`src/rtl/mem_arbiter_if.sv`:
```
// Memory request/response bus bundle; NUM_CH channels packed side by side.
interface mem_arbiter_if #(
   parameter int unsigned NUM_CH     = 1,
   parameter int unsigned ADDR_WIDTH = 32,
   parameter int unsigned DATA_WIDTH = 32
);
   logic [NUM_CH*ADDR_WIDTH-1:0] m_address;
   logic [NUM_CH*DATA_WIDTH-1:0] m_data;
   logic [NUM_CH-1:0]            m_write;
   logic [NUM_CH-1:0]            m_valid;
   logic [NUM_CH-1:0]            m_ready;
   logic [NUM_CH*DATA_WIDTH-1:0] s_data;
   logic [NUM_CH-1:0]            s_valid;
   logic [NUM_CH-1:0]            s_ready;

   // Issues requests, consumes responses
   modport master (
      output m_address, m_data, m_write, m_valid, s_ready,
      input  m_ready, s_data, s_valid
   );

   // Accepts requests, returns responses
   modport slave (
      input  m_address, m_data, m_write, m_valid, s_ready,
      output m_ready, s_data, s_valid
   );
endinterface

```
`src/rtl/mem_arbiter.sv`:
```
// N-to-1 round-robin memory arbiter with locked grant and in-order read-ID FIFO.
module mem_arbiter #(
   parameter int unsigned NUM_MASTERS     = 2,
   parameter int unsigned ADDR_WIDTH      = 32,
   parameter int unsigned DATA_WIDTH      = 32,
   parameter int unsigned MAX_OUTSTANDING = 4
) (
   input  logic                              clock,
   input  logic                              reset,
   mem_arbiter_if.slave                      up,
   mem_arbiter_if.master                     dn,
   output logic [$clog2(MAX_OUTSTANDING):0]  outstanding,
   output logic                              err_unexpected
);
   localparam int unsigned ID_W  = (NUM_MASTERS > 2) ? $clog2(NUM_MASTERS) : 1;
   localparam int unsigned PTR_W = $clog2(MAX_OUTSTANDING);
   localparam int unsigned CNT_W = PTR_W + 1;

   logic                   r_locked;
   logic [ID_W-1:0]        r_grant;
   logic [ID_W-1:0]        r_rr_ptr;
   logic [ID_W-1:0]        r_fifo [MAX_OUTSTANDING];
   logic [PTR_W-1:0]       r_head;
   logic [PTR_W-1:0]       r_tail;
   logic [CNT_W-1:0]       r_count;
   logic                   r_err;

   logic                   w_xfer;
   logic                   w_arb_en;
   logic                   w_full;
   logic [NUM_MASTERS-1:0] w_elig;
   logic                   w_found;
   logic [ID_W-1:0]        w_win;
   logic                   w_locked_nxt;
   logic [ID_W-1:0]        w_grant_nxt;
   logic [ID_W-1:0]        w_rr_nxt;
   logic                   w_push;
   logic                   w_pop;
   logic [PTR_W-1:0]       w_head_nxt;
   logic [PTR_W-1:0]       w_tail_nxt;
   logic [CNT_W-1:0]       w_count_nxt;
   logic                   w_err_nxt;
   logic [ID_W-1:0]        w_head;
   logic                   w_dn_s_ready;

   // Round-robin search for the next eligible master, starting after rr_ptr
   always_comb begin : p_arb
      int unsigned v_idx;
      logic [ID_W-1:0] v_sel;
      w_xfer   = r_locked && dn.m_ready[0];
      w_arb_en = !r_locked || w_xfer;
      w_full   = (r_count == CNT_W'(MAX_OUTSTANDING));
      w_found  = 1'b0;
      w_win    = '0;
      v_idx    = 0;
      v_sel    = '0;
      for (int unsigned i = 0; i < NUM_MASTERS; i++) begin
         w_elig[i] = up.m_valid[i] && (up.m_write[i] || !w_full)
                     && !(w_xfer && (r_grant == ID_W'(i)));
      end
      for (int unsigned k = 1; k <= NUM_MASTERS; k++) begin
         v_idx = (32'(r_rr_ptr) + k) % NUM_MASTERS;
         v_sel = ID_W'(v_idx);
         if (!w_found && w_elig[v_sel]) begin
            w_found = 1'b1;
            w_win   = v_sel;
         end
      end
   end

   // Next-state: grant lock, ID FIFO push/pop, sticky error
   always_comb begin : p_next
      w_locked_nxt = r_locked;
      w_grant_nxt  = r_grant;
      w_rr_nxt     = r_rr_ptr;
      w_push       = 1'b0;
      if (w_arb_en) begin
         w_locked_nxt = w_found;
         if (w_found) begin
            w_grant_nxt = w_win;
            w_rr_nxt    = w_win;
            w_push      = !up.m_write[w_win];
         end
      end
      w_pop       = dn.s_valid[0] && w_dn_s_ready && (r_count != '0);
      w_head_nxt  = w_pop  ? r_head + PTR_W'(1) : r_head;
      w_tail_nxt  = w_push ? r_tail + PTR_W'(1) : r_tail;
      w_count_nxt = r_count;
      if (w_push && !w_pop) begin
         w_count_nxt = r_count + CNT_W'(1);
      end else if (!w_push && w_pop) begin
         w_count_nxt = r_count - CNT_W'(1);
      end
      w_err_nxt = r_err || (dn.s_valid[0] && (r_count == '0));
   end

   // State register with synchronous reset
   always_ff @(posedge clock) begin
      if (reset) begin
         r_locked <= 1'b0;
         r_grant  <= '0;
         r_rr_ptr <= ID_W'(NUM_MASTERS - 1);
         r_head   <= '0;
         r_tail   <= '0;
         r_count  <= '0;
         r_err    <= 1'b0;
      end else begin
         r_locked <= w_locked_nxt;
         r_grant  <= w_grant_nxt;
         r_rr_ptr <= w_rr_nxt;
         r_head   <= w_head_nxt;
         r_tail   <= w_tail_nxt;
         r_count  <= w_count_nxt;
         r_err    <= w_err_nxt;
      end
   end

   // ID FIFO storage; contents are don't-care while unoccupied
   always_ff @(posedge clock) begin
      if (w_push) begin
         r_fifo[r_tail] <= w_win;
      end
   end

   // Request mux from the locked grant and response routing by FIFO head
   always_comb begin : p_out
      w_head        = r_fifo[r_head];
      w_dn_s_ready  = (r_count == '0) ? 1'b1 : up.s_ready[w_head];
      dn.m_valid[0] = r_locked;
      dn.m_address  = up.m_address[r_grant*ADDR_WIDTH +: ADDR_WIDTH];
      dn.m_data     = up.m_data[r_grant*DATA_WIDTH +: DATA_WIDTH];
      dn.m_write[0] = up.m_write[r_grant];
      dn.s_ready[0] = w_dn_s_ready;
      up.s_data     = {NUM_MASTERS{dn.s_data}};
      for (int unsigned i = 0; i < NUM_MASTERS; i++) begin
         up.m_ready[i] = r_locked && dn.m_ready[0] && (r_grant == ID_W'(i));
         up.s_valid[i] = dn.s_valid[0] && (r_count != '0) && (w_head == ID_W'(i));
      end
   end

   assign outstanding    = r_count;
   assign err_unexpected = r_err;
endmodule

```
`src/flat_wrapper.sv`:
```
// flat-port wrapper written by rule: the top's interface ports become plain ports
module mem_arbiter_flat 
#(
   parameter int unsigned NUM_MASTERS     = 2,
   parameter int unsigned ADDR_WIDTH      = 32,
   parameter int unsigned DATA_WIDTH      = 32,
   parameter int unsigned MAX_OUTSTANDING = 4
)
  (clock, reset, outstanding, err_unexpected, up_m_address, up_m_data, up_m_write, up_m_valid, up_s_ready, up_m_ready, up_s_data, up_s_valid, dn_m_address, dn_m_data, dn_m_write, dn_m_valid, dn_s_ready, dn_m_ready, dn_s_data, dn_s_valid);
  mem_arbiter_if #(.NUM_CH((2)), .ADDR_WIDTH(ADDR_WIDTH), .DATA_WIDTH(DATA_WIDTH)) up_i ();
  mem_arbiter_if #(.NUM_CH(1), .ADDR_WIDTH(ADDR_WIDTH), .DATA_WIDTH(DATA_WIDTH)) dn_i ();
  input  logic clock;
  input  logic reset;
  output logic [$clog2(MAX_OUTSTANDING):0] outstanding;
  output logic err_unexpected;
  input wire logic [$bits(up_i.m_address)-1:0] up_m_address;
  input wire logic [$bits(up_i.m_data)-1:0] up_m_data;
  input wire logic [$bits(up_i.m_write)-1:0] up_m_write;
  input wire logic [$bits(up_i.m_valid)-1:0] up_m_valid;
  input wire logic [$bits(up_i.s_ready)-1:0] up_s_ready;
  output wire logic [$bits(up_i.m_ready)-1:0] up_m_ready;
  output wire logic [$bits(up_i.s_data)-1:0] up_s_data;
  output wire logic [$bits(up_i.s_valid)-1:0] up_s_valid;
  output wire logic [$bits(dn_i.m_address)-1:0] dn_m_address;
  output wire logic [$bits(dn_i.m_data)-1:0] dn_m_data;
  output wire logic [$bits(dn_i.m_write)-1:0] dn_m_write;
  output wire logic [$bits(dn_i.m_valid)-1:0] dn_m_valid;
  output wire logic [$bits(dn_i.s_ready)-1:0] dn_s_ready;
  input wire logic [$bits(dn_i.m_ready)-1:0] dn_m_ready;
  input wire logic [$bits(dn_i.s_data)-1:0] dn_s_data;
  input wire logic [$bits(dn_i.s_valid)-1:0] dn_s_valid;
  assign up_i.m_address = up_m_address;
  assign up_i.m_data = up_m_data;
  assign up_i.m_write = up_m_write;
  assign up_i.m_valid = up_m_valid;
  assign up_i.s_ready = up_s_ready;
  assign up_m_ready = up_i.m_ready;
  assign up_s_data = up_i.s_data;
  assign up_s_valid = up_i.s_valid;
  assign dn_m_address = dn_i.m_address;
  assign dn_m_data = dn_i.m_data;
  assign dn_m_write = dn_i.m_write;
  assign dn_m_valid = dn_i.m_valid;
  assign dn_s_ready = dn_i.s_ready;
  assign dn_i.m_ready = dn_m_ready;
  assign dn_i.s_data = dn_s_data;
  assign dn_i.s_valid = dn_s_valid;
  mem_arbiter #(.NUM_MASTERS(NUM_MASTERS), .ADDR_WIDTH(ADDR_WIDTH), .DATA_WIDTH(DATA_WIDTH), .MAX_OUTSTANDING(MAX_OUTSTANDING)) u_core (.clock(clock), .reset(reset), .up(up_i), .dn(dn_i), .outstanding(outstanding), .err_unexpected(err_unexpected));
endmodule
```
`config.mk`:
```
export PLATFORM = sky130hd
export DESIGN_NAME = mem_arbiter_flat
export DESIGN_NICKNAME = d
export VERILOG_FILES = /design/src/rtl/mem_arbiter_if.sv /design/src/rtl/mem_arbiter.sv /design/src/flat_wrapper.sv
export SDC_FILE = /design/constraint.sdc
export NUM_CORES = 1
export LEC_CHECK = 0
export CAP_MARGIN = 5
export CORE_AREA = 5 5 116 118
export DETAILED_ROUTE_END_ITERATION = 8
export DIE_AREA = 0 0 121 123
export MAX_ROUTING_LAYER = met4
export PLACE_DENSITY_LB_ADDON = 0.05
export SYNTH_ARGS = -nofsm -noshare
export SYNTH_HDL_FRONTEND = slang
export SYNTH_SLANG_ARGS = --single-unit
```
`constraint.sdc`:
```
create_clock -name clock -period 4.2 [get_ports clock]
set_input_delay 1.05 -clock clock [delete_from_list [all_inputs] [get_ports clock]]
set_output_delay 1.05 -clock clock [all_outputs]
set_load 0.01 [all_outputs]
```
==> results of run 1 <==
## cells by family after synthesis
| family | synth area share |
|---|---|
| and+or+nand+nor | 0.118 |
| buffers and inverters | 0.246 |
| DFF | 0.177 |
| xor gates and xnor gates | 0.0163 |
| adders and majority gates | 0.0384 |
| muxes | 0.370 |
| AOI/OAI and AO/OA | 0.0332 |
## power groups by stage
stage               clock network (W)  logic [W]  registers (W)
CTS                          0.000198   0.000783       0.000253
global route                 0.000206   0.000833       0.000262
global placement                    0   0.000781       0.000256
detailed placement                  0   0.000777       0.000256
floorplan                           0   0.000417       0.000251
finish                       0.000192   0.000767       0.000253
## layout make-up
type	count	share of cell area
Timing Repair Buffer	215	0.526
Multi-Input combinational cell	133	0.304
Sequential cell	17	0.0936
Tap cell	172	0.0528
Clock buffer	3	0.0184
Inverter	5	0.00460
Clock inverter	1	0.00123
## worst max-delay path: cells and delay by family
family,cells,cell delay [ps]
xor+xnor,1,170
fa+ha+maj,2,600
compound gates,3,630
buf+inv,2,560
simple gates,3,800
## cell usage in the layout (no fill, tap or decap), types with 4 or more instances in the layout
master	instances
clkdlybuf4s50_1	212
and2_1	4
edfxtp_1	4
nand2b_1	4
o21ai_0	4
inv_1	5
a21oi_1	5
ha_1	5
mux2_2	65
nor2_1	11
dfxtp_1	12
nand2_1	5
## cell usage after synthesis (3+ instances only)
| cell | instances |
|---|---|
| nand2b_1 | 4 |
| and2_1 | 4 |
| buf_4 | 64 |
| edfxtp_1 | 4 |
| inv_1 | 5 |
| xor2_1 | 3 |
| a21oi_1 | 5 |
| nor2_1 | 11 |
| o21ai_0 | 4 |
| clkbuf_1 | 5 |
| buf_1 | 3 |
| nand3_1 | 3 |
| nand2_1 | 5 |
| mux2_2 | 65 |
| dfxtp_1 | 13 |
| mux2i_1 | 3 |
| ha_1 | 5 |
## path summary, 6_finish.rpt
path         slack, ps                     to             startpoint
min                470  u_core.err_unexpected  u_core.err_unexpected
max reg2reg       1230  u_core.outstanding[2]         u_core.r_grant
max                540  u_core.outstanding[2]             dn_m_ready
min reg2reg        470  u_core.err_unexpected  u_core.err_unexpected
## stage by stage
step,total power (W),cells,setup slack (ps),hold slack (ps)
after floorplan,0.000668,227,886,474
after global placement,0.00104,542,365,460
after detailed placement,0.00103,542,272,457
after CTS,0.00123,546,529,472
after global routing,0.00130,546,360,538
final,0.00121,546,536,472
## layer usage
layer	part of all wire	routed length (µm)	vias to the layer above	global-route usage
li1	-	-	1015	-
met1	0.33	3290	958	0.121
met2	0.54	5340	145	0.233
met3	0.11	1090	7	0.0549
met4	0.0095	93	0	0.0191
met5	0	0	-	-
==> metrics.json, run 1 <==
{
  "drt": {
    "wl_per_instance_um": 18.0,
    "totalWireLength_mm": 9.81,
    "detail-route-antenna-nets": 0,
    "iteration_0_drc_count_of_the_detailed_router": 29,
    "count_of_vias_placed_by_the_detailed_router": 2125,
    "drt_pre_antenna_iters": 4,
    "vias_per_cell": 3.89,
    "remaining_design_rule_violation_count": 0
  },
  "worst_setup_path": {
    "start_kind": "input pin",
    "crit_top_cell": "a21oi_1",
    "crit_path_max_cell_delay_ps": 500,
    "criticalPathCategory": "in -> reg",
    "critical_path_peak_fanout": 4,
    "crit_chain": "clkdlybuf4s50_1, nand3_1, a21oi_1, o311a_1, nor4_4, ha_1, inv_1, fa_1, xor2_1, or3_1, a21oi_1",
    "number_of_cells_traversed_by_the_worst_register_to_register_path": 11,
    "slowest_stage": "clkdlybuf4s50_1",
    "crit_path_end_kind": "register",
    "cp.arrival_ps": 3830,
    "cp.required_ps": 4370
  },
  "pwr": {
    "pwr-share-seq": 0.208,
    "netSwitchingPower_w": 0.000399,
    "reported_leakage_power_nw": 1.50,
    "p_int_w": 0.000813,
    "peakVddDrop_mv": 0.114,
    "combPwrFrac": 0.633,
    "power_per_cell_area_mw_per_mm2": 297,
    "p_sw_frac": 0.329,
    "share_clk_of_total_power": 0.159
  },
  "worst_hold_path": {
    "worst_hold_path_type": "reg -> reg",
    "hold-path-cell-count": 2
  },
  "sta": {
    "max_slew_margin": 0.620,
    "clock-skew-final_ps": 3.49,
    "rsz0062_at_grt": "false",
    "min_period_over_period": 0.872,
    "timing_worst_slew_pin_value_ps": 566,
    "maxClockFrequency_ghz": 0.273,
    "report.final.slew_viol_count": 0,
    "total_neg_setup_slack_ps": 0,
    "final_hold_viol_count": 0,
    "final_period_minus_worst_setup_slack_ps": 3660,
    "final-setup-viol-count": 0
  },
  "cts": {
    "cts-root-buf": "clkbuf_16",
    "post_cts.resized_instances": 0,
    "post-cts-setup-buffer-count": 0,
    "numCtsBuffers": 3,
    "cts_sinks": 17,
    "insertion_delay_ps": 250,
    "htree_levels": 1,
    "cts_hold_buf": 0,
    "max-clock-path-buffers": 2,
    "tritoncts": "yes",
    "clock_edge_transition_at_the_registers_on_the_reported_setup_and_hold_paths_ps": 50
  },
  "synth": {
    "synth_ff_type": "dfxtp_1",
    "postSynth.asyncResetShare": 0,
    "post_synth.cell_area_avg_um2": 9.46,
    "ys.warnings.count": 0,
    "synth_enable_flop_cells": 4,
    "synth_area_leaders": "mux2_2, buf_4, dfxtp_1",
    "ys_ff_latch": 17,
    "yosysSeqAreaShare": 0.177,
    "synthDistinctLibCells": 36,
    "synth_largest_area_cell": "mux2_2",
    "syn-num-nets": 403,
    "synth_top_area_frac": 0.341,
    "syn_area_mm2": 0.00215,
    "synthCells": 227
  },
  "global_route": {
    "global_route_wire_length_before_repair_mm": 13.5,
    "grt_overflow_total": 0,
    "globalRouteTotalUtil": 0.124,
    "number_of_global_route_vias_before_repair": 2372,
    "maximum_number_of_pins_on_one_net_before_global_route_repair": 38,
    "antenna_found_initial": 0
  },
  "die": {
    "die_width_um": 121,
    "initial_utilization": 0.174,
    "num_rows": 41,
    "io-pin-count": 309,
    "y_dimension_of_the_die_um": 123,
    "die_area_mm2": 0.0149,
    "core_area_mm2": 0.0124
  },
  "cells_and_area": {
    "filler_cells_inserted": 1308,
    "post-route-cell-area_mm2": 0.00408,
    "final_nets": 551,
    "antenna-diode-count": 0,
    "multi_input_area_mm2": 0.00124,
    "register_area_um2": 382,
    "area_delta_synth_final_pct": 89.9,
    "layout-drive-gt1-share": 0.209,
    "fin_util": 0.330
  },
  "placed_design": {
    "place.gp.congestion": 0.754,
    "place.detailed.hpwl_mm": 8.65,
    "place_area_mm2": 0.00400,
    "port-buffer-count": 212
  },
  "status": {
    "outcome": "completed"
  },
  "job": {
    "max_cap_violations": 0
  }
}
Note: power is estimated with default switching activity, not from simulation.
==> run 2, diff against run 1 <==
--- a/config.mk
+++ b/config.mk
@@ -11,6 +11,7 @@
 export DIE_AREA = 0 0 121 123
 export MAX_ROUTING_LAYER = met4
 export PLACE_DENSITY_LB_ADDON = 0.05
+export REMOVE_ABC_BUFFERS = 1
 export SYNTH_ARGS = -nofsm -noshare
 export SYNTH_HDL_FRONTEND = slang
 export SYNTH_SLANG_ARGS = --single-unit
==> run 2 against run 1 <==
  * Clock power hardly changed
  * Critical path depth stayed put
  * Critical endpoint unchanged
  * First-iteration DRC count is 6.9% higher
  * Maximum frequency is 1.5% higher
==> metrics.json, run 2 (synthesized netlist as in run 1, its figures left out) <==
{
  "worst_setup_path": {
    "worstSetupEndpoint": "u_core.outstanding[2]",
    "crit_path_max_cell_delay": {"value": 490, "unit": "ps", "change": "about the same"},
    "crit_chain": "clkdlybuf4s50_1, nand3_1, a21oi_1, o311a_1, nor4_4, ha_1, inv_1, fa_1, xor2_1, or3_1, a21oi_1",
    "crit_path_end_kind": "register",
    "start_kind": "input pin",
    "cp.required": {"value": 4370, "unit": "ps", "change": "about the same"},
    "crit_top_cell": "a21oi_1",
    "cp.depth": {"value": 11, "change": "unchanged"},
    "critPathLaunch": "dn_m_ready",
    "criticalPathCategory": "in -> reg",
    "critical_path_peak_fanout": {"value": 4, "change": "unchanged"},
    "timing.critical_path.buf_inv": {"value": 2, "change": "unchanged"},
    "reg2reg_to": "u_core.outstanding[2]",
    "cp.arrival": {"value": 3780, "unit": "ps", "change": "-50 ps"},
    "rrSetupSlack": {"value": 1520, "unit": "ps", "change": "+290 ps"},
    "regToRegStartpoint": "u_core.outstanding[0]",
    "slowest_stage": "clkdlybuf4s50_1",
    "cp_top_family": "simple AND/OR/NAND/NOR gates",
    "number_of_cells_traversed_by_the_worst_register_to_register_path": {"value": 9, "change": "-2"}
  },
  "placed_design": {
    "place_area": {"value": 0.00400, "unit": "mm²", "change": "+0.13%"},
    "dpl.cell_count": {"value": 541, "change": "-0.18%"},
    "place.detailed.hpwl": {"value": 10.4, "unit": "mm", "change": "+20%"},
    "place.gp.congestion": {"value": 0.798, "change": "+5.8%"},
    "port-buffer-count": {"value": 212, "change": "unchanged"}
  },
  "drt": {
    "vias_per_cell": {"value": 4.00, "change": "+2.7%"},
    "iteration_0_drc_count_of_the_detailed_router": {"value": 31, "change": "+6.9%"},
    "sum_of_met3_wire_segment_lengths_after_detailed_routing": {"value": 2.58, "unit": "mm", "change": "+140%"},
    "count_of_vias_placed_by_the_detailed_router": {"value": 2187, "change": "+2.9%"},
    "totalWireLength": {"value": 11.6, "unit": "mm", "change": "+18%"},
    "remaining_design_rule_violation_count": {"value": 0, "change": "unchanged"},
    "wl_per_instance": {"value": 21.1, "unit": "µm", "change": "+18%"},
    "met1Wirelength": {"value": 3.70, "unit": "mm", "change": "+13%"},
    "drt_pre_antenna_iters": {"value": 4, "change": "unchanged"},
    "dr_wl_met2": {"value": 5.16, "unit": "mm", "change": "-3.5%"},
    "detail-route-antenna-nets": {"value": 0, "change": "unchanged"},
    "highest-signal-layer": "met4"
  },
  "die": {
    "initial_utilization": {"value": 0.174, "change": "unchanged"},
    "core_area": {"value": 0.0124, "unit": "mm²", "change": "unchanged"},
    "num_rows": {"value": 41, "change": "unchanged"},
    "die_area": {"value": 0.0149, "unit": "mm²", "change": "unchanged"},
    "y_dimension_of_the_die": {"value": 123, "unit": "µm", "change": "unchanged"},
    "die_width": {"value": 121, "unit": "µm", "change": "unchanged"},
    "io-pin-count": {"value": 309, "change": "unchanged"}
  },
  "job": {
    "max_cap_violations": {"value": 0, "change": "unchanged"}
  },
  "status": {
    "outcome": "completed"
  },
  "cells_and_area": {
    "final_nets": {"value": 550, "change": "-0.18%"},
    "final-instance-count-excl-fill": {"value": 547, "change": "+0.18%"},
    "area_delta_synth_final_pct": 90.4,
    "fin_util": {"value": 0.331, "change": "+0.00101"},
    "layout-drive-gt1-share": {"value": 0.206, "change": "-0.00212"},
    "final_cell_mix": "clkdlybuf4s50_1, mux2_2, dfxtp_1, nor2_1",
    "mostFrequentLayoutCell": "clkdlybuf4s50_1",
    "post-route-cell-area": {"value": 0.00409, "unit": "mm²", "change": "+0.31%"}
  },
  "sta": {
    "timing_worst_slew_pin_value": {"value": 657, "unit": "ps", "change": "+90.8 ps"},
    "report.final.slew_viol_count": {"value": 0, "change": "unchanged"},
    "final_period_minus_worst_setup_slack": {"value": 3610, "unit": "ps", "change": "-55.2 ps"},
    "final_hold_viol_count": {"value": 0, "change": "unchanged"},
    "clock-skew-final": {"value": 5.31, "unit": "ps", "change": "+1.82 ps"},
    "min_period_over_period": {"value": 0.859, "change": "-0.0131"},
    "rsz0062_at_grt": "false",
    "final-setup-viol-count": {"value": 0, "change": "unchanged"},
    "max_slew_margin": {"value": 0.559, "change": "-0.0609"},
    "maxClockFrequency": {"value": 0.277, "unit": "GHz", "change": "+1.5%"}
  },
  "cts": {
    "tritoncts": "yes",
    "numCtsBuffers": {"value": 3, "change": "unchanged"},
    "post_cts.resized_instances": {"value": 0, "change": "unchanged"},
    "insertion_delay": {"value": 250, "unit": "ps", "change": "about the same"},
    "htree_levels": {"value": 1, "change": "unchanged"},
    "cts-root-buf": "clkbuf_16",
    "clock_edge_transition_at_the_registers_on_the_reported_setup_and_hold_paths": {"value": 50, "unit": "ps", "change": "about the same"},
    "max-clock-path-buffers": {"value": 2, "change": "unchanged"},
    "cts_sinks": {"value": 17, "change": "unchanged"},
    "post-cts-setup-buffer-count": {"value": 0, "change": "unchanged"},
    "cts_hold_buf": {"value": 0, "change": "unchanged"}
  },
  "global_route": {
    "antenna_found_initial": {"value": 2, "change": "+2"},
    "grt_overflow_total": {"value": 0, "change": "unchanged"},
    "number_of_global_route_vias_before_repair": {"value": 2427, "change": "+2.3%"},
    "maximum_number_of_pins_on_one_net_before_global_route_repair": {"value": 65, "change": "+71%"},
    "globalRouteTotalUtil": {"value": 0.149, "change": "+0.0250"},
    "global_route_wire_length_before_repair": {"value": 15.8, "unit": "mm", "change": "+17%"}
  },
  "worst_hold_path": {
    "worst_hold_path_type": "reg -> reg",
    "hold-path-cell-count": {"value": 2, "change": "unchanged"},
    "source_of_the_worst_hold_timing_path": "u_core.err_unexpected"
  },
  "pwr": {
    "power_per_cell_area": {"value": 296, "unit": "mW/mm²", "change": "-0.40%"},
    "peakVddDrop": {"value": 0.140, "unit": "mV", "change": "+23%"},
    "reported_leakage_power": {"value": 1.50, "unit": "nW", "change": "-0.38%"}
  }
}
run 2: layout make-up:
| cell class | count | area, µm² |
|---|---|---|
| sequential | 17 | 382 |
| inverter | 5 | 18.8 |
| multi-input combinational | 133 | 1240 |
| clock inverter | 1 | 7.51 |
| tap | 172 | 215 |
| clock buffer | 3 | 75.1 |
| timing repair buffer | 214 | 2150 |
| antenna | 2 | 5.00 |
| fill | 1247 | 8270 |
run 2: worst min-delay path by stage:
stage	endpoint	slack, ps
3_3_place_gp	u_core.err_unexpected	450
4_1_cts	u_core.err_unexpected	470
5_1_grt	u_core.err_unexpected	500
3_5_place_dp	u_core.err_unexpected	460
6_report	u_core.err_unexpected	460
2_1_floorplan	u_core.r_rr_ptr	470
run 2: worst register-to-register path, stage by stage, from the launching register on:
cell and delay, ps:
dfxtp_1 480, nor3b_1 140, o311a_1 430, nor4_4 290, ha_1 220, inv_1 60, fa_1 370, xor2_1 170
or3_1 310, a21oi_1 130
run 2: per-stage QoR:
step                      setup TNS [ps]  total power [W]  setup WS, ps  hold WS, ps
final                                  0          0.00121           592          465
after floorplan                    -10.1         0.000604         -10.1          474
after CTS                              0          0.00124           573          473
after global routing                   0          0.00130           341          495
after detailed placement               0          0.00103           319          459
after global placement                 0          0.00104           366          451
run 2: report_power, final:
group | internal [W] | switching (W)
sequential | 0.000207 | 0.0000425
combinational | 0.000480 | 0.000289
clock | 0.000128 | 0.0000642
total | 0.000816 | 0.000396
run 2: metal layers:
layer | vias up | GRT usage
met5 | - | -
met3 | 8 | 0.149
met1 | 986 | 0.138
li1 | 1013 | -
met2 | 180 | 0.228
met4 | 0 | 0.0205
==> run 3, diff against run 2 <==
--- a/config.mk
+++ b/config.mk
@@ -5,10 +5,11 @@
 export SDC_FILE = /design/constraint.sdc
 export NUM_CORES = 1
 export LEC_CHECK = 0
+export ABC_AREA = 1
 export CAP_MARGIN = 5
-export CORE_AREA = 5 5 116 118
+export CORE_AREA = 5 5 115 117
 export DETAILED_ROUTE_END_ITERATION = 8
-export DIE_AREA = 0 0 121 123
+export DIE_AREA = 0 0 120 122
 export MAX_ROUTING_LAYER = met4
 export PLACE_DENSITY_LB_ADDON = 0.05
 export REMOVE_ABC_BUFFERS = 1
==> run 3 against run 2 <==
  * Sequential share of layout area barely moved
  * Clock power is essentially flat
  * Count of clock-buffer cells in the layout unchanged
  * Via count rose by 5.9%
  * Global-route usage grew 1.1 points
  * Cell area decreased by 0.21%
  * Combinational power hardly changed
  * Critical path depth decreased by 7
  * Maximum frequency increased by 5.6%
  * Cell count up 1.3%
  * Utilization up 0.21 points
  * Worst setup slack improved by 190 ps
==> metrics.json, run 3 <==
{
  "worst_setup_path": {
    "cp_top_family": "buffers and inverters",
    "slowest_stage": "clkdlybuf4s50_1",
    "cp.required": {"value": 3150, "unit": "ps", "change": "-1220 ps"},
    "crit_chain": "clkdlybuf4s50_1, nand2_1, nor2_2, clkdlybuf4s50_1",
    "regToRegStartpoint": "u_core.r_grant",
    "critical_path_peak_fanout": {"value": 3, "change": "-1"},
    "number_of_cells_traversed_by_the_worst_register_to_register_path": {"value": 14, "change": "+5"},
    "crit_path_end_kind": "output port",
    "start_kind": "input pin",
    "cp.arrival": {"value": 2370, "unit": "ps", "change": "-1410 ps"},
    "timing.critical_path.buf_inv": {"value": 2, "change": "unchanged"},
    "criticalPathCategory": "in -> out",
    "rrSetupSlack": {"value": 1630, "unit": "ps", "change": "+110 ps"},
    "reg2reg_to": "u_core.outstanding[2]",
    "crit_top_cell": "clkdlybuf4s50_1",
    "crit_path_max_cell_delay": {"value": 570, "unit": "ps", "change": "+80 ps"}
  },
  "global_route": {
    "maximum_number_of_pins_on_one_net_before_global_route_repair": {"value": 70, "change": "+7.7%"},
    "antenna_found_initial": {"value": 0, "change": "-2"},
    "global_route_wire_length_before_repair": {"value": 16.7, "unit": "mm", "change": "+5.6%"},
    "number_of_global_route_vias_before_repair": {"value": 2595, "change": "+6.9%"},
    "grt_overflow_total": {"value": 0, "change": "unchanged"},
    "globalRouteTotalUtil": {"value": 0.160, "change": "+0.0110"}
  },
  "die": {
    "num_rows": {"value": 41, "change": "unchanged"},
    "y_dimension_of_the_die": {"value": 122, "unit": "µm", "change": "-0.81%"},
    "die_area": {"value": 0.0146, "unit": "mm²", "change": "-1.6%"},
    "die_width": {"value": 120, "unit": "µm", "change": "-0.83%"},
    "core_area": {"value": 0.0123, "unit": "mm²", "change": "-0.83%"},
    "initial_utilization": {"value": 0.179, "change": "+0.00554"},
    "io-pin-count": {"value": 309, "change": "unchanged"}
  },
  "synth": {
    "yosysSeqAreaShare": {"value": 0.173, "change": "-0.00403"},
    "ys.warnings.count": {"value": 0, "change": "unchanged"},
    "synth_ff_type": "dfxtp_1",
    "post_synth_xor_area_fraction": {"value": 0.00797, "change": "-0.00834"},
    "postSynth.asyncResetShare": {"value": 0, "change": "unchanged"},
    "synth_enable_flop_cells": {"value": 4, "change": "unchanged"},
    "post_synth_fa_ha_maj_area_fraction": {"value": 0.0376, "change": "-0.000875"},
    "syn_area": {"value": 0.00220, "unit": "mm²", "change": "+2.3%"},
    "synth_largest_area_cell": "mux2_2",
    "synth_area_leaders": "mux2_2, buf_4, dfxtp_1",
    "ys_ff_latch": {"value": 17, "change": "unchanged"},
    "post_synth_mux_area_share": {"value": 0.328, "change": "-0.0426"},
    "synthCells": {"value": 259, "change": "+14%"},
    "post_synthesis_compound_gate_area_fraction": {"value": 0.0393, "change": "+0.00607"},
    "synthDistinctLibCells": {"value": 25, "change": "-31%"},
    "dominant_combinational_cell_family_by_area_after_synthesis": "multiplexers",
    "synth_top_area_frac": {"value": 0.328, "change": "-0.0129"},
    "post_synth.cell_area_avg": {"value": 8.49, "unit": "µm²", "change": "-10%"},
    "post_synth_most_frequent_cells": "buf_4, mux2_2, inv_1",
    "yosys.area_share.simple": {"value": 0.125, "change": "+0.00698"}
  },
  "drt": {
    "iteration_0_drc_count_of_the_detailed_router": {"value": 43, "change": "+39%"},
    "detail-route-antenna-nets": {"value": 0, "change": "unchanged"},
    "sum_of_met3_wire_segment_lengths_after_detailed_routing": {"value": 1.87, "unit": "mm", "change": "-27%"},
    "wl_per_instance": {"value": 21.6, "unit": "µm", "change": "+2.2%"},
    "drt_pre_antenna_iters": {"value": 4, "change": "unchanged"},
    "totalWireLength": {"value": 12.0, "unit": "mm", "change": "+3.5%"},
    "met1Wirelength": {"value": 4.67, "unit": "mm", "change": "+26%"},
    "dr_wl_met2": {"value": 5.36, "unit": "mm", "change": "+3.9%"},
    "count_of_vias_placed_by_the_detailed_router": {"value": 2316, "change": "+5.9%"},
    "vias_per_cell": {"value": 4.18, "change": "+4.6%"},
    "remaining_design_rule_violation_count": {"value": 0, "change": "unchanged"},
    "highest-signal-layer": "met4"
  },
  "cells_and_area": {
    "mostFrequentLayoutCell": "clkdlybuf4s50_1",
    "area_delta_synth_final_pct": 85.7,
    "final_cell_mix": "clkdlybuf4s50_1, mux2_2, inv_1, nand2_1, dfxtp_1",
    "layout-drive-gt1-share": {"value": 0.208, "change": "+0.00149"},
    "antenna-diode-count": {"value": 0, "change": "-2"},
    "final_nets": {"value": 581, "change": "+5.6%"}
  },
  "cts": {
    "cts-root-buf": "clkbuf_16",
    "tritoncts": "yes",
    "insertion_delay": {"value": 250, "unit": "ps", "change": "about the same"},
    "max-clock-path-buffers": {"value": 2, "change": "unchanged"},
    "cts_hold_buf": {"value": 0, "change": "unchanged"},
    "htree_levels": {"value": 1, "change": "unchanged"},
    "numCtsBuffers": {"value": 3, "change": "unchanged"},
    "post-cts-setup-buffer-count": {"value": 0, "change": "unchanged"},
    "post_cts.resized_instances": {"value": 0, "change": "unchanged"},
    "clock_edge_transition_at_the_registers_on_the_reported_setup_and_hold_paths": {"value": 50, "unit": "ps", "change": "about the same"},
    "cts_sinks": {"value": 17, "change": "unchanged"}
  },
  "worst_hold_path": {
    "source_of_the_worst_hold_timing_path": "u_core.err_unexpected",
    "worst_hold_path_type": "reg -> reg",
    "hold_path_end": "u_core.err_unexpected",
    "hold-path-cell-count": {"value": 2, "change": "unchanged"}
  },
  "sta": {
    "max_slew_margin": {"value": 0.728, "change": "+0.169"},
    "final_hold_viol_count": {"value": 0, "change": "unchanged"},
    "final_period_minus_worst_setup_slack": {"value": 3420, "unit": "ps", "change": "-193 ps"},
    "min_period_over_period": {"value": 0.813, "change": "-0.0458"},
    "rsz0062_at_grt": "false",
    "post-route-worst-setup-slack": {"value": 784, "unit": "ps", "change": "+193 ps"},
    "clock-skew-final": {"value": 1.43, "unit": "ps", "change": "-3.88 ps"},
    "report.final.slew_viol_count": {"value": 0, "change": "unchanged"},
    "timing_worst_slew_pin_value": {"value": 407, "unit": "ps", "change": "-250 ps"},
    "total_neg_setup_slack": {"value": 0, "unit": "ps", "change": "unchanged"},
    "final-setup-viol-count": {"value": 0, "change": "unchanged"},
    "maxClockFrequency": {"value": 0.293, "unit": "GHz", "change": "+5.6%"}
  },
  "pwr": {
    "pwr-share-seq": {"value": 0.201, "change": "-0.005"},
    "combPwrFrac": {"value": 0.640, "change": "+0.005"},
    "p_sw_frac": {"value": 0.353, "change": "+0.0262"},
    "peakVddDrop": {"value": 0.0949, "unit": "mV", "change": "-32%"},
    "share_clk_of_total_power": {"value": 0.159, "change": "about the same"},
    "power_per_cell_area": {"value": 296, "unit": "mW/mm²", "change": "-0.18%"},
    "reported_leakage_power": {"value": 1.58, "unit": "nW", "change": "+5.4%"},
    "netSwitchingPower": {"value": 0.000426, "unit": "W", "change": "+7.6%"},
    "p_int": {"value": 0.000781, "unit": "W", "change": "-4.3%"}
  },
  "status": {
    "outcome": "completed"
  },
  "placed_design": {
    "place_worst_setup_slack": {"value": 725, "unit": "ps", "change": "+407 ps"},
    "port-buffer-count": {"value": 212, "change": "unchanged"},
    "place.gp.congestion": {"value": 0.792, "change": "-0.70%"},
    "place.detailed.hpwl": {"value": 10.6, "unit": "mm", "change": "+1.6%"}
  },
  "job": {
    "max_cap_violations": {"value": 0, "change": "unchanged"}
  }
}
==> run 3: area by class of cell <==
cell class	instances	area, µm²
Timing Repair Buffer	213	2140
Multi-Input combinational cell	141	1180
Clock inverter	1	5.00
Inverter	29	109
Clock buffer	3	75.1
Fill cell	1248	8180
Tap cell	150	188
Sequential cell	17	382
==> run 3: stage by stage <==
| step | area, µm² | hold WS [ps] | util | power, W | cells |
|---|---|---|---|---|---|
| final | 4080 | 468 | 0.333 | 0.00121 | 554 |
| after global routing | 4080 | 509 | 0.333 | 0.00130 | 554 |
| after CTS | 4080 | 467 | 0.333 | 0.00123 | 554 |
| after detailed placement | 4000 | 453 | 0.326 | 0.00103 | 550 |
| after global placement | 4000 | 447 | 0.326 | 0.00104 | 550 |
| after floorplan | 1670 | 448 | - | 0.000592 | 187 |
==> run 3: metal layers <==
metal  vias to the layer above  track usage
met1                      1076        0.180
met5                         -            -
met2                       162        0.233
li1                       1072            -
met3                         6        0.121
met4                         0       0.0251
==> run 3: tightest hold or removal path, stage by stage (launching register included) <==
cell     delay (ps)
dfxtp_1         320
inv_1            50
a21oi_1          50
==> run 3: worst max-delay path by stage <==
stage | startpoint | end | slack [ps] | depth (start not counted)
2_1_floorplan | u_core.r_grant | u_core.outstanding[2] | 490 | 13
3_3_place_gp | dn_m_ready | u_core.outstanding[2] | 740 | 15
3_5_place_dp | dn_m_ready | u_core.outstanding[2] | 730 | 15
4_1_cts | dn_m_ready | up_m_ready[0] | 770 | 4
5_1_grt | dn_m_ready | up_m_ready[0] | 700 | 4
6_report | dn_m_ready | up_m_ready[0] | 780 | 4
==> run 3: cells by family after synthesis <==
logic type / count (synthesis)
buffers and inverters: 101
muxes: 64
and+or+nand+nor: 54
DFF: 17
AOI/OAI and AO/OA: 15
adders and majority gates: 6
xor gates and xnor gates: 2
==> run 3: power by group through the flow <==
| stage | clock, W | combinational (W) | sequential (W) |
|---|---|---|---|
| floorplan | 0 | 0.000323 | 0.000270 |
| global placement | 0 | 0.000793 | 0.000249 |
| detailed placement | 0 | 0.000782 | 0.000246 |
| CTS | 0.000200 | 0.000789 | 0.000244 |
| global route | 0.000207 | 0.000847 | 0.000249 |
| finish | 0.000192 | 0.000772 | 0.000243 |
